[src/rtl/biriscv_exec_mc_pkg.sv]
// Shared definitions for the multi-cycle execute unit: custom instruction
// mask/match pairs, op-type encodings and FSM state encodings.
// Custom ops live in the custom-0 major opcode (0001011), split by funct3.
package biriscv_exec_mc_pkg;

  localparam logic [31:0] INST_SAD_MASK     = 32'h0000_707f;
  localparam logic [31:0] INST_SAD_MATCH    = 32'h0000_000b;
  localparam logic [31:0] INST_CLMUL_MASK   = 32'h0000_707f;
  localparam logic [31:0] INST_CLMUL_MATCH  = 32'h0000_100b;
  localparam logic [31:0] INST_CLMULH_MASK  = 32'h0000_707f;
  localparam logic [31:0] INST_CLMULH_MATCH = 32'h0000_200b;

  typedef enum logic [1:0] {
    MC_OP_SAD    = 2'd0,
    MC_OP_CLMUL  = 2'd1,
    MC_OP_CLMULH = 2'd2
  } mc_op_e;

  typedef enum logic [1:0] {
    ST_IDLE = 2'd0,
    ST_RUN  = 2'd1,
    ST_DONE = 2'd2
  } mc_state_e;

endpackage

[src/rtl/biriscv_mc_step.sv]
// Single-iteration combinational datapath for the multi-cycle unit.
// Ports: op_i (op type), acc_i (64-bit accumulator), a_i/b_i (operands),
//        cnt_i (iteration index), acc_o (accumulator after this iteration).
module biriscv_mc_step
  import biriscv_exec_mc_pkg::*;
#(
  parameter int unsigned SAD_LANES     = 2,
  parameter int unsigned CLMUL_BITS    = 4,
  parameter int unsigned SUPPORT_CLMUL = 1,
  parameter int unsigned CNT_W         = 4
) (
  input  mc_op_e            op_i,
  input  logic [63:0]       acc_i,
  input  logic [31:0]       a_i,
  input  logic [31:0]       b_i,
  input  logic [CNT_W-1:0]  cnt_i,
  output logic [63:0]       acc_o
);

  logic [31:0] sad_sum;
  logic [63:0] cl_acc;

  // SAD: add |a-b| for this iteration's byte lanes, lowest lane first
  always_comb begin : sad_step
    logic [1:0] lane;
    logic [7:0] ab;
    logic [7:0] bb;
    logic [7:0] ad;
    sad_sum = acc_i[31:0];
    lane    = '0;
    ab      = '0;
    bb      = '0;
    ad      = '0;
    for (int unsigned l = 0; l < SAD_LANES; l++) begin
      lane    = 2'(32'(cnt_i) * SAD_LANES + l);
      ab      = a_i[8*lane +: 8];
      bb      = b_i[8*lane +: 8];
      ad      = (ab >= bb) ? (ab - bb) : (bb - ab);
      sad_sum = sad_sum + 32'(ad);
    end
  end

  // CLMUL: xor in a shifted copy of a for every set rs2 bit in this chunk
  always_comb begin : clmul_step
    logic [4:0] j;
    cl_acc = acc_i;
    j      = '0;
    for (int unsigned k = 0; k < CLMUL_BITS; k++) begin
      j = 5'(32'(cnt_i) * CLMUL_BITS + k);
      if (b_i[j]) begin
        cl_acc = cl_acc ^ ({32'b0, a_i} << j);
      end
    end
  end

  // Result select by op type
  always_comb begin
    acc_o = acc_i;
    case (op_i)
      MC_OP_SAD:    acc_o = {acc_i[63:32], sad_sum};
      MC_OP_CLMUL,
      MC_OP_CLMULH: if (SUPPORT_CLMUL != 0) acc_o = cl_acc;
      default:      acc_o = acc_i;
    endcase
  end

endmodule

[src/rtl/biriscv_exec_mc.sv]
// Multi-cycle execute unit for the iterative custom ops (SAD, CLMUL, CLMULH).
// Ports: clk_i/rst_ni; opcode_* issue slot (valid, instruction, rd, rs1..rs3);
//        hold_i (freezes DONE, blocks accept); kill_i (abort);
//        stall_o (busy); writeback_valid_o/idx_o/value_o (result strobe).
module biriscv_exec_mc
  import biriscv_exec_mc_pkg::*;
#(
  parameter int unsigned SAD_LANES     = 2,
  parameter int unsigned CLMUL_BITS    = 4,
  parameter int unsigned SUPPORT_CLMUL = 1
) (
  input  logic        clk_i,
  input  logic        rst_ni,
  input  logic        opcode_valid_i,
  input  logic [31:0] opcode_opcode_i,
  input  logic [4:0]  opcode_rd_idx_i,
  input  logic [31:0] opcode_ra_operand_i,
  input  logic [31:0] opcode_rb_operand_i,
  input  logic [31:0] opcode_rc_operand_i,
  input  logic        hold_i,
  input  logic        kill_i,
  output logic        stall_o,
  output logic        writeback_valid_o,
  output logic [4:0]  writeback_idx_o,
  output logic [31:0] writeback_value_o
);

  localparam int unsigned SAD_ITERS   = 4 / SAD_LANES;
  localparam int unsigned CLMUL_ITERS = 32 / CLMUL_BITS;
  localparam int unsigned MAX_ITERS   = ((SUPPORT_CLMUL != 0) && (CLMUL_ITERS > SAD_ITERS))
                                        ? CLMUL_ITERS : SAD_ITERS;
  localparam int unsigned CNT_W       = (MAX_ITERS > 1) ? $clog2(MAX_ITERS) : 1;

  mc_state_e         state_q, state_d;
  mc_op_e            op_q, op_d, dec_op;
  logic [31:0]       a_q, a_d, b_q, b_d;
  logic [4:0]        rd_q, rd_d, idx_q, idx_d;
  logic [CNT_W-1:0]  cnt_q, cnt_d, cnt_last;
  logic [63:0]       acc_q, acc_d, step_acc;
  logic [31:0]       res_q, res_d;
  logic              is_sad, is_clmul, is_clmulh, ours;

  // Decode: only our custom ops are accepted; everything else is invisible
  always_comb begin
    is_sad    = (opcode_opcode_i & INST_SAD_MASK) == INST_SAD_MATCH;
    is_clmul  = (SUPPORT_CLMUL != 0) &&
                ((opcode_opcode_i & INST_CLMUL_MASK) == INST_CLMUL_MATCH);
    is_clmulh = (SUPPORT_CLMUL != 0) &&
                ((opcode_opcode_i & INST_CLMULH_MASK) == INST_CLMULH_MATCH);
    ours      = is_sad | is_clmul | is_clmulh;
    dec_op    = MC_OP_SAD;
    if (is_clmul)  dec_op = MC_OP_CLMUL;
    if (is_clmulh) dec_op = MC_OP_CLMULH;
  end

  biriscv_mc_step #(
    .SAD_LANES     (SAD_LANES),
    .CLMUL_BITS    (CLMUL_BITS),
    .SUPPORT_CLMUL (SUPPORT_CLMUL),
    .CNT_W         (CNT_W)
  ) u_step (
    .op_i  (op_q),
    .acc_i (acc_q),
    .a_i   (a_q),
    .b_i   (b_q),
    .cnt_i (cnt_q),
    .acc_o (step_acc)
  );

  assign cnt_last = (op_q == MC_OP_SAD) ? CNT_W'(SAD_ITERS - 1) : CNT_W'(CLMUL_ITERS - 1);

  // Next-state and datapath update
  always_comb begin
    state_d = state_q;
    op_d    = op_q;
    a_d     = a_q;
    b_d     = b_q;
    rd_d    = rd_q;
    cnt_d   = cnt_q;
    acc_d   = acc_q;
    res_d   = res_q;
    idx_d   = idx_q;
    case (state_q)
      ST_IDLE: begin
        if (opcode_valid_i && ours && !hold_i && !kill_i) begin
          state_d = ST_RUN;
          op_d    = dec_op;
          a_d     = opcode_ra_operand_i;
          b_d     = opcode_rb_operand_i;
          rd_d    = opcode_rd_idx_i;
          cnt_d   = '0;
          acc_d   = (dec_op == MC_OP_SAD) ? {32'b0, opcode_rc_operand_i} : 64'b0;
        end
      end
      ST_RUN: begin
        acc_d = step_acc;
        cnt_d = cnt_q + CNT_W'(1);
        if (cnt_q == cnt_last) begin
          state_d = ST_DONE;
          res_d   = (op_q == MC_OP_CLMULH) ? step_acc[63:32] : step_acc[31:0];
          idx_d   = rd_q;
        end
      end
      ST_DONE: begin
        if (!hold_i) state_d = ST_IDLE;
      end
      default: state_d = ST_IDLE;
    endcase
    // Kill aborts from any state and must not disturb the visible result
    if (kill_i) begin
      state_d = ST_IDLE;
      res_d   = res_q;
      idx_d   = idx_q;
    end
  end

  always_ff @(posedge clk_i or negedge rst_ni) begin
    if (!rst_ni) begin
      state_q <= ST_IDLE;
      op_q    <= MC_OP_SAD;
      a_q     <= '0;
      b_q     <= '0;
      rd_q    <= '0;
      cnt_q   <= '0;
      acc_q   <= '0;
      res_q   <= '0;
      idx_q   <= '0;
    end else begin
      state_q <= state_d;
      op_q    <= op_d;
      a_q     <= a_d;
      b_q     <= b_d;
      rd_q    <= rd_d;
      cnt_q   <= cnt_d;
      acc_q   <= acc_d;
      res_q   <= res_d;
      idx_q   <= idx_d;
    end
  end

  // Strobe is the registered DONE state qualified by this cycle's hold/kill
  assign stall_o           = (state_q != ST_IDLE);
  assign writeback_valid_o = (state_q == ST_DONE) & ~hold_i & ~kill_i;
  assign writeback_idx_o   = idx_q;
  assign writeback_value_o = res_q;

endmodule

[config.mk]
export PLATFORM = sky130hd
export DESIGN_NAME = biriscv_exec_mc
export DESIGN_NICKNAME = d
export VERILOG_FILES = /design/src/rtl/biriscv_exec_mc_pkg.sv /design/src/rtl/biriscv_mc_step.sv /design/src/rtl/biriscv_exec_mc.sv
export SDC_FILE = /design/constraint.sdc
export NUM_CORES = 1
export LEC_CHECK = 0
export BUFFER_PORTS_ARGS = -buffer_cell sky130_fd_sc_hd__clkbuf_2
export CAP_MARGIN = 5
export CORE_UTILIZATION = 55
export CTS_CLUSTER_DIAMETER = 120
export DETAILED_ROUTE_END_ITERATION = 12
export GPL_ROUTABILITY_DRIVEN = 0
export PLACE_DENSITY = 0.79
export SLEW_MARGIN = 20
export SYNTH_ARGS = -nofsm -noshare
export SYNTH_HDL_FRONTEND = slang
export SYNTH_SLANG_ARGS = --single-unit
[constraint.sdc]
create_clock -name clk_i -period 7.6 [get_ports clk_i]
set_input_delay 0 -clock clk_i [delete_from_list [all_inputs] [get_ports clk_i]]
set_output_delay 0 -clock clk_i [all_outputs]
set_load 0.03 [all_outputs]
* Yosys cells after proc, flatten, opt, wreduce, memory -nomap -nowiden
Index checks and enable logic that the tools add are counted.
** Storage, ports and cells
- Word-level logic and storage cells :: 100
- Input bits :: 138
- Flip-flop bits (word level) :: 177
- Output and inout port bits :: 39
** Operators by class
- Eq/ne operators :: 12
- Shifts and indexed selects :: 8
- $lt $le $gt $ge :: 6
- Reduce and logical (&&, ||, !) cells :: 15
- Bitwise gates (word level) :: 10
- Mux-type cells :: 29
- $add $sub $neg :: 11
** Operators by type and width (count)
- two-way mux 64 bit :: 5
- one-hot mux 64 bit (2 select lines) :: 2
- << shifter 32 x 5 -> 64 bit :: 4
- XOR 64 bit :: 4
- indexed part select 32 x 6 -> 8 bit :: 4
- adder 32 x 8 -> 32 bit :: 2
- two-way mux 32 bit :: 2
- subtractor 8 bit :: 4
- less-than comparator 5 x 6 -> 1 bit, second input constant :: 4
- >= comparator 8 bit :: 2
- two-way mux 8 bit :: 2
- binary-select mux 1 bit (select 5 bit) :: 3
- adder 5 x 2 -> 5 bit, second input constant :: 2
- equality test 10 x 4 -> 1 bit, second input constant :: 1
- equality test 10 x 8 -> 1 bit, second input constant :: 1
- equality test 10 x 9 -> 1 bit, second input constant :: 1
- two-way mux 2 bit :: 5
- inequality test 3 bit, second input constant :: 3
- logical NOT 2 bit :: 3
- two-way mux 3 bit :: 2
- one-hot mux 2 bit (3 select lines) :: 1
- one-hot mux 3 bit (2 select lines) :: 1
- AND reduction 3 bit :: 2
- adder 5 x 1 -> 5 bit, second input constant :: 1
- 16 further kinds :: 30

* Logic depth before layout (Yosys ltp)
Gate-level depths: netlist of the first run.
- Word-level depth :: 11
- Gate-level depth with buffers :: 34
- Mapped depth without buffers :: 27

* Hierarchy
Synthesis of the first run repeated with hierarchy kept, for this count alone.
** Second synthesis, totals
- Cells, all modules :: 1961
- Area total of the unflattened synthesis :: 16468.3 µm²
** Modules (own cells, without submodules)
- biriscv_mc_step :: cells each 1339, times used 1, area an instance 9183.8 µm², seq. area each 0.0 µm²
- biriscv_exec_mc :: cells each 622, times used 1, area an instance 7284.5 µm², seq. area each 4429.2 µm²

* Worst setup path after synthesis of the first run
No wires, ideal clock.
- Path type :: register to register
- Start :: register cnt_q[0]
- End :: register res_q[14] (netlist: writeback_value_o[14])
- Buffers on the path :: 8
- Stages on the path, launching flop included :: 31
- Setup slack :: 0.245 ns
- Library setup time :: 0.143 ns
- Arrival time :: 7.213 ns
- Cells stage by stage :: dfrtp_1 -> buf_4 -> buf_6 -> buf_2 -> buf_2 -> buf_2 -> buf_1 -> mux2i_1 -> ha_1 -> inv_1 -> fa_1 -> a21o_1 -> a211oi_1 -> o21bai_1 -> a31oi_1 -> clkbuf_1 -> mux2_2 -> a21oi_1 -> xor2_1 -> fa_1 -> inv_1 -> ha_1 -> or3_1 -> a31oi_1 -> nor2_1 -> o31a_1 -> clkbuf_1 -> a41o_1 -> a221o_1 -> a311oi_2 -> o221ai_1
** Between the ends
- Cells in the longest elaborated chain, start to end :: 11
** Ends and longest elaborated chain
- start: declaration :: line biriscv_exec_mc.sv:38 : logic [CNT_W-1:0] cnt_q, cnt_d, cnt_last;
- start signal: assignment :: line biriscv_exec_mc.sv:134 : cnt_q <= cnt_d;
- parallel branches: the longest is 11 deep, another holds adder 32 x 8 -> 32 bit
- end signal: assignment :: line biriscv_exec_mc.sv:136 : res_q <= res_d;
- end: declaration :: line biriscv_exec_mc.sv:40 : logic [31:0] res_q, res_d;
Parallel ways; which one is timed is not known. The select of a mux whose other input is x is not followed.
A chain may end at the register's enable or synchronous reset.

* Worst setup path in the final report of the first run
- Start :: register cnt_q[0]
- End :: register acc_q[12]
** Between the ends
- Cells in the longest elaborated chain, start to end :: 11
** Ends and longest elaborated chain
- parallel branches: the longest is 9 deep, another holds adder 32 x 8 -> 32 bit
- one-hot mux 64 bit (2 select lines) (*) :: line biriscv_mc_step.sv:59 : case (op_i)
- one-hot mux 64 bit (2 select lines) (*) :: line biriscv_exec_mc.sv:83 : case (state_q)
- end signal: assignment :: line biriscv_exec_mc.sv:125 : acc_q <= '0;
- end signal: assignment :: line biriscv_exec_mc.sv:135 : acc_q <= acc_d;
- end: declaration :: line biriscv_exec_mc.sv:39 : logic [63:0] acc_q, acc_d, step_acc;
Mark *: on every way between the ends. The select of a mux whose other input is x is not followed.

==> impl_results.md, run 1 <==
- Reg-to-reg endpoint: acc_q[12]
- Filler Cell Count: 2,328
- Peak supply drop: 0.0001358 V
- Post-synthesis cell area: 16,000 um^2
- DRC viols: 0
- Vias/cell: 6.380
- YS warnings: 0
- Core footprint: 28,630 um^2
- Max Slew Vio Count: 0
- Antenna-violating nets left: 0
- Vias: 16,280
- DRT iter0 DRCs: 2,219
- Final Critical Period: 7.039 ns
- Sink Count: 177
- Hold EP: op_q[0]
- Number of synthesized flops with an enable pin: 0
- Reg2Reg Launch Point: cnt_q[0]
- Total CTS buffers: 17
- Unrepaired setup endpoints after global routing: false
- Worst Hold Launch: opcode_opcode_i[0]
- Starting density of the core: 55.88%
- Nets: 2,348
- Top-Level Pins: 177
- DPL Wire Length: 36.46 mm
- Area after DPL: 16,810 um^2
- Port Buf Inserts: 154
- Worst Hold Depth: 4
- Row cnt: 62
- Sum Neg Setup Slack: 0 ns
- Register-to-register setup slack: 0.56 ns
- Ys async rst share: 100.0%
- H-tree depth: 4
- Largest net degree at the start of global routing: 109
- Outcome: complete, but fails checks
- Leak pwr: 8.515 nW
- Tot GR Track Use: 36.03%
- Area grow syn2layout: 15.75%
- Clock tree buffer depth: 2
- Non-filler instance count after layout: 2,552
- Die H: 172.5 um
- Avg WL per Cell: 21.15 um
- Critical Path RT: 7.93 ns
- Postcts setup bufs: 0
- Global-route wire length before repair: 85.50 mm
- Worst-Margin Slew: 1.074 ns
- Post-Syn Instances: 2,002
- CP Max Fanout: 45
- Final setup margin: 0.5611 ns
- Worst Hold Class: in2reg
- GRT overflow: 0
- Placed Instances: 2,412
- Post-Syn Nets: 2,195
- Avg Inst Size Synth: 7.990 um^2
- Initial antenna violation count: 1
- Arrival time worst endpoint: 7.37 ns
- FMAX: 0.1421 GHz
- Failing checks: negative hold slack
- Netlist cell types: 88
- Die W: 172.5 um
- Die Footprint: 29,770 um^2
- Register-to-Register Path Depth: 25
- Main flop type after synthesis: dfrtp_1
- Post-synthesis sequential area ratio: 27.69%
- Commonest non-fill, non-tap cell in the layout: nand2_1
- Most frequent cells in the layout: nand2_1 (473), dfrtp_1 (175), clkbuf_2 (153), nor2_1 (116), dlygate4sd3_1 (107)
- CTS tree: yes
- Clock latency on the worst-skew pair: 0.45 ns
- Share of layout cells above drive strength 1: 14.39%
- WL final: 53.99 mm
- Final clock period utilization by the worst path: 92.62%
- Number of global-route vias before repair: 15,830
- Setup Skew: 0.01512 ns
- WS Path Type: reg2reg
- Setup violators final: 0
- Diode count: 0
- Worst-path clk slew: 0.08 ns
- Critical Path Source Type: flip-flop
- Root Driver: clkbuf_16
- Power density over the cells: 156.4 nW/um^2
- Place WS: 0.4243 ns
- Yosys reg bits: 177
- Design area: 18,520 um^2
- Crit path capture type: flip-flop
- Slew headroom: 28.30%
- Final Hold Slack: -0.00005979 ns
- Max-cap check violation count: 0
- Hold Fails Final Rpt: 1
- DR pass1 iterations: 6
-- final cells by class --
type / count / area [um^2] / area share, %
clock buffer: 18 / 439.2 / 2.372
sequential: 177 / 4434 / 23.95
tap: 384 / 480.5 / 2.595
multi-input combinational: 1594 / 10650 / 57.49
inverter: 78 / 292.8 / 1.581
timing repair buffer: 287 / 2067 / 11.16
clock inverter: 14 / 156.4 / 0.8447
-- report_power, final --
group          leakage (nW)  switching [W]  total (W)  internal, W
combinational          6.11       0.000585   0.000970     0.000385
sequential             2.12      0.0000414    0.00101     0.000969
clock                 0.290       0.000463   0.000915     0.000452
total                  8.52        0.00109    0.00290      0.00181
-- what timing repair did --
item / in CTS / in global routing
resized for setup: 0 / 3
setup endpoints to repair: 0 / 10
hold endpoints to repair: 203 / 0
hold buffers: 107 / 0
-- metrics by stage --
stage | total power, W | util [%]
finish | 0.002895 | 64.68
global route | 0.003004 | 64.68
CTS | 0.002851 | 64.53
detailed placement | 0.001912 | 58.71
global placement | 0.001882 | 58.70
floorplan | 0.001658 | -
-- worst max path at each step --
stage / start / end / slack (ns) / cells after the start
4_1_cts: cnt_q[0] / acc_q[12] / 0.40 / 25
3_5_place_dp: cnt_q[0] / acc_q[12] / 0.42 / 26
2_1_floorplan: cnt_q[0] / writeback_value_o[14] / 0.24 / 30
6_report: cnt_q[0] / acc_q[12] / 0.56 / 25
5_1_grt: cnt_q[0] / acc_q[12] / 0.16 / 28
3_3_place_gp: cnt_q[0] / writeback_value_o[12] / 0.66 / 28
-- sequential cells by signal (all words and copies together), names as in the netlist --
name               flops
acc_q                 64
a_q                   32
b_q                   32
writeback_value_o     32
rd_q                   5
writeback_idx_o        5
cnt_q                  3
op_q                   2
state_q                2
-- worst max-delay path, stage by stage (launching register included) --
cell,delay [ns]
dfrtp_4,0.79
mux2i_1,0.57
inv_1,0.09
ha_1,0.39
a41o_1,0.26
a211oi_1,0.33
o21bai_1,0.14
a31oi_2,0.35
buf_4,0.25
o21ai_0,0.09
o21ai_0,0.14
a221o_1,0.20
a21oi_1,0.07
xor2_1,0.17
fa_1,0.48
inv_1,0.04
ha_1,0.33
or3_1,0.40
a31oi_1,0.27
nor2_1,0.08
o31a_2,0.26
nand4_1,0.17
mux2i_1,0.08
a221o_1,0.27
a311o_1,0.34
a221o_1,0.32
-- metal layers --
layer	share of wire (%)	track usage [%]	up-vias	wire length, um
met5	0.015	0.1603	-	8
met4	4.4	14.92	2	2370
met3	12	8.223	230	6407
met2	44	56.12	1068	23720
met1	40	48.30	7707	21480
li1	-	-	7274	-
-- Yosys cell counts (all sizes together), types with 19 or more instances --
library cell | instances | share of area, %
nand2 | 475 | 11
nand4 | 50 | 2.0
nand3 | 53 | 1.7
clkbuf | 111 | 2.6
buf | 42 | 1.6
o221ai | 23 | 1.3
mux2i | 50 | 3.1
mux2 | 57 | 4.1
o211ai | 25 | 1.3
xor2 | 76 | 4.2
a21oi | 64 | 2.0
xnor2 | 90 | 5.0
nand2b | 43 | 1.7
dfrtp | 177 | 28
ha | 42 | 3.3
and2 | 19 | 0.74
o21ai | 102 | 3.2
inv | 77 | 1.8
a32oi | 30 | 2.0
nor2 | 120 | 2.8
-- logic make-up (layout without fill, tap and decap cells) --
logic type | Yosys count | in the layout | synth area share (%)
fa+ha+maj | 55 | 55 | 4.912
simple gates | 835 | 835 | 23.21
mux | 116 | 116 | 8.455
flops | 177 | 177 | 27.69
buf+inv | 231 | 397 | 6.054
xor+xnor | 182 | 182 | 11.40
compound gates | 406 | 406 | 18.28
No activity file was read; power rests on OpenSTA's default activity.
==> inputs of run 2 (changes only) <==
- PLACE_DENSITY: 0.79 -> 0.78
- SYNTH_HIERARCHICAL: default -> 1
==> run 2 against run 1 <==
The flow now finishes without violations; first-iteration DRC count fell by 2.2%; sequential share of layout area fell by 0.71 points; sequential power rose by 9%; worst setup slack improved by 0.055 ns; clock-buffer cell count did not move; register-to-register slack improved by 0.06 ns; global-route usage fell by 1.3 points; core utilization rose by 0.92 points; wire length fell by 0.87%; clock power rose by 2.4%; critical path type unchanged; critical endpoint is now acc_q[26].
==> impl_results.md, run 2 <==
- Die W: 175.0 um (was 172.5 um)
- Post-Syn Nets: 2,153 (was 2,195)
- Register-to-Register Path Depth: 23 (was 25)
- Worst-path clk slew: 0.08 ns (about the same)
- Diode count: 0 (unchanged)
- DRT iter0 DRCs: 2,171 (was 2,219)
- FMAX: 0.1432 GHz (was 0.1421 GHz)
- Share of layout cells above drive strength 1: 15.12% (was 14.39%)
- Arrival time worst endpoint: 7.34 ns (was 7.37 ns)
- Final clock period utilization by the worst path: 91.89% (was 92.62%)
- Max reg flops: 64 (unchanged)
- Critical Path Source Type: flip-flop (unchanged)
- Leak pwr: 8.657 nW (was 8.515 nW)
- Gate power share: 26.6% (was 33.5%)
- Number of synthesized flops with an enable pin: 0 (unchanged)
- Unrepaired setup endpoints after global routing: false (unchanged)
- Slew headroom: 19.44% (was 28.30%)
- Post-synth top cells: nand2_1 (299), dfrtp_1 (177), xnor2_1 (145) (was nand2_1 (473), dfrtp_1 (177), nor2_1 (119))
- DPL Wire Length: 36.80 mm (was 36.46 mm)
- Die H: 175.0 um (was 172.5 um)
- Avg WL per Cell: 21.12 um (was 21.15 um)
- Power density over the cells: 145.4 nW/um^2 (was 156.4 nW/um^2)
- Nets: 2,329 (was 2,348)
- Global-route wire length before repair: 83.03 mm (was 85.50 mm)
- Reg area: 4436 um^2 (was 4434 um^2)
- Outcome: finished, final reports clean (was complete, but fails checks)
- CTS tree: yes (unchanged)
- Post-synthesis cell area: 16,470 um^2 (was 16,000 um^2)
- Seq pwr share: 39.6% (was 34.9%)
- Peak supply drop: 0.0001812 V (was 0.0001358 V)
- Post-Syn Instances: 1,961 (was 2,002)
- Hold Fails Final Rpt: 0 (was 1)
- Area after DPL: 17,360 um^2 (was 16,810 um^2)
- WL final: 53.51 mm (was 53.99 mm)
- DRC viols: 0 (unchanged)
- Final Critical Period: 6.984 ns (was 7.039 ns)
- Final setup margin: 0.6162 ns (was 0.5611 ns)
- Avg Inst Size Synth: 8.398 um^2 (was 7.990 um^2)
- Clock power share: 33.8% (was 31.6%)
- Crit path capture type: flip-flop (unchanged)
- CP Max Fanout: 51 (was 45)
- Setup violators final: 0 (unchanged)
- Antenna-violating nets left: 0 (unchanged)
- Resized cells post-CTS: 0 (unchanged)
- Worst Hold Class: in2async (was in2reg)
- Port Buf Inserts: 154 (unchanged)
- Max-cap check violation count: 0 (unchanged)
- Switching Fraction: 34.16% (was 37.61%)
- Row cnt: 62 (unchanged)
- Clock latency on the worst-skew pair: 0.47 ns (was 0.45 ns)
- Worst-Margin Slew: 1.208 ns (was 1.074 ns)
- Design area: 19,080 um^2 (was 18,520 um^2)
- Top-count cell post-synth: nand2_1 (unchanged)
- Synth area leaders: dfrtp_1 (27%), xnor2_1 (7.7%), nand2_1 (6.8%), mux2i_1 (6.4%), mux2_1 (4.5%) (was dfrtp_1 (28%), nand2_1 (11%), xnor2_1 (4.9%), xor2_1 (4.2%), mux2_2 (3.4%))
- Vias/cell: 6.249 (was 6.380)
- CP cell instances: mux2i_1 > inv_1 > fa_1 > a21o_1 > a21oi_1 > a31o_2 > nand2_1 > mux2_2 > a22o_1 > a21boi_0 > xor2_1 > fa_1 > inv_1 > ha_1 > nand2_1 > o21ai_0 > o221a_2 > and2_1 > mux2_2 > a22oi_1 > o21ai_1 > o21ai_0 > a2bb2oi_1
- Sw Pwr: 0.0009474 W (was 0.001089 W)
- Critical Path RT: 7.95 ns (was 7.93 ns)
- WS Path Type: reg2reg (unchanged)
- DR pass1 iterations: 7 (was 6)
- Multi-input logic area: 11,130 um^2 (was 10,650 um^2)
- Reg-to-reg endpoint: acc_q[26] (was acc_q[12])
- Sum Neg Setup Slack: 0 ns (unchanged)
- Reg2Reg Launch Point: cnt_q[0] (unchanged)
- Clock tree buffer depth: 2 (unchanged)
- Starting density of the core: 56.61% (was 55.88%)
- Initial antenna violation count: 1 (unchanged)
- Place WS: 0.7439 ns (was 0.4243 ns)
- Max Slew Vio Count: 0 (unchanged)
- Tot GR Track Use: 34.78% (was 36.03%)
- H-tree depth: 4 (unchanged)
- Most frequent cells in the layout: nand2_1 (299), dfrtp_1 (174), clkbuf_2 (153), xnor2_1 (145), o21ai_0 (118) (was nand2_1 (473), dfrtp_1 (175), clkbuf_2 (153), nor2_1 (116), dlygate4sd3_1 (107))
- Commonest non-fill, non-tap cell in the layout: nand2_1 (unchanged)
- YS warnings: 6 (was 0)
- Root Driver: clkbuf_16 (unchanged)
- Largest area contributor in the netlist: dfrtp_1 (unchanged)
- Post-synthesis sequential area ratio: 26.90% (was 27.69%)
- Setup Skew: 0.01350 ns (was 0.01512 ns)
- Sink Count: 177 (unchanged)
- Fin util: 65.60% (was 64.68%)
- Main flop type after synthesis: dfrtp_1 (unchanged)
- Filler Cell Count: 2,369 (was 2,328)
- Number of global-route vias before repair: 15,090 (was 15,830)
- Max stage delay cell, worst path: dfrtp_4 (unchanged)
- Largest net degree at the start of global routing: 85 (was 109)
- Register-to-register setup slack: 0.62 ns (was 0.56 ns)
- Die Footprint: 30,640 um^2 (was 29,770 um^2)
- Crit path max-delay family: compound AO/OA/AOI/OAI gates (unchanged)
- Top-Level Pins: 177 (unchanged)
- Reg with most FFs: acc_q (unchanged)
- Total CTS buffers: 17 (unchanged)
- Buf+Inv Stages, Crit Path: 2 (was 3)
- Ys async rst share: 100.0% (unchanged)
- Max incr delay on CP: 0.89 ns (was 0.79 ns)
- Vias: 15,840 (was 16,280)
- Int Power: 0.001826 W (was 0.001807 W)
- Area grow syn2layout: 15.88% (was 15.75%)
- Netlist cell types: 83 (was 88)
- Post-synth top area share: 26.90% (was 27.69%)
- GRT overflow: 0 (unchanged)
- Yosys reg bits: 177 (unchanged)
- Core footprint: 29,090 um^2 (was 28,630 um^2)
==> run 2: cell types whose count changed after synthesis, sizes merged, moves of 42 or more <==
cell / previous run / this run
nand2: 475 / 299
mux2: 57 / 134
nand4: 50 / 8
xnor2: 90 / 146
mux2i: 50 / 112
==> run 2: routing by layer <==
| metal | global-route usage (%) | part of all wire [%] | vias up |
|---|---|---|---|
| li1 | - | - | 7193 |
| met1 | 46.00 | 41 | 7515 |
| met2 | 53.26 | 44 | 939 |
| met3 | 7.441 | 10 | 186 |
| met4 | 18.37 | 5.0 | 2 |
| met5 | 0 | 0.021 | - |
==> run 2: logic make-up after synthesis <==
logic type | after synthesis | share of synthesized area, %
and+or+nand+nor | 633 | 17.24
AOI/OAI and AO/OA | 408 | 15.93
muxes | 261 | 18.45
buffers and inverters | 223 | 5.759
xor gates and xnor gates | 205 | 11.03
DFF | 177 | 26.90
adders and majority gates | 54 | 4.695
==> run 2: stage by stage <==
step	power (W)	hold WS, ns	cells
CTS	0.002757	0.04668	2533
floorplan	0.001584	-0.2956	1961
global route	0.002891	0.07534	2534
finish	0.002774	0.03768	2534
detailed placement	0.001787	-0.03100	2391
global placement	0.001758	-0.02864	2391
==> run 2: layout make-up <==
type                       count  share of cell area, %
tap                          384                  2.518
sequential                   177                  23.24
inverter                      91                  1.790
timing repair buffer         289                  10.96
clock inverter                14                 0.8786
clock buffer                  18                  2.301
multi-input combinational   1561                  58.31
==> run 2: how the worst max path moves through the flow <==
stage               slack [ns]  startpoint                     to  cells after the start
global route              0.26    cnt_q[0]  writeback_value_o[26]                     23
finish                    0.62    cnt_q[0]              acc_q[26]                     23
global placement          0.94    cnt_q[0]  writeback_value_o[26]                     24
CTS                       0.71    cnt_q[0]  writeback_value_o[26]                     23
detailed placement        0.74    cnt_q[0]  writeback_value_o[26]                     23
floorplan                 0.55    cnt_q[0]              acc_q[26]                     30
==> run 2: repair_timing <==
| action | in CTS | in global routing |
|---|---|---|
| setup buffers | 0 | 0 |
| hold buffers | 110 | 0 |
| hold endpoints to repair | 156 | 0 |
==> run 2: power by group through the flow <==
stage                     registers, W  clock network, W  logic [W]
final                          0.00110          0.000937   0.000737
after detailed placement       0.00111                 0   0.000673
after CTS                      0.00110          0.000942   0.000718
after floorplan                0.00108                 0   0.000499
after global routing           0.00111          0.000986   0.000796
after global placement         0.00111                 0   0.000649
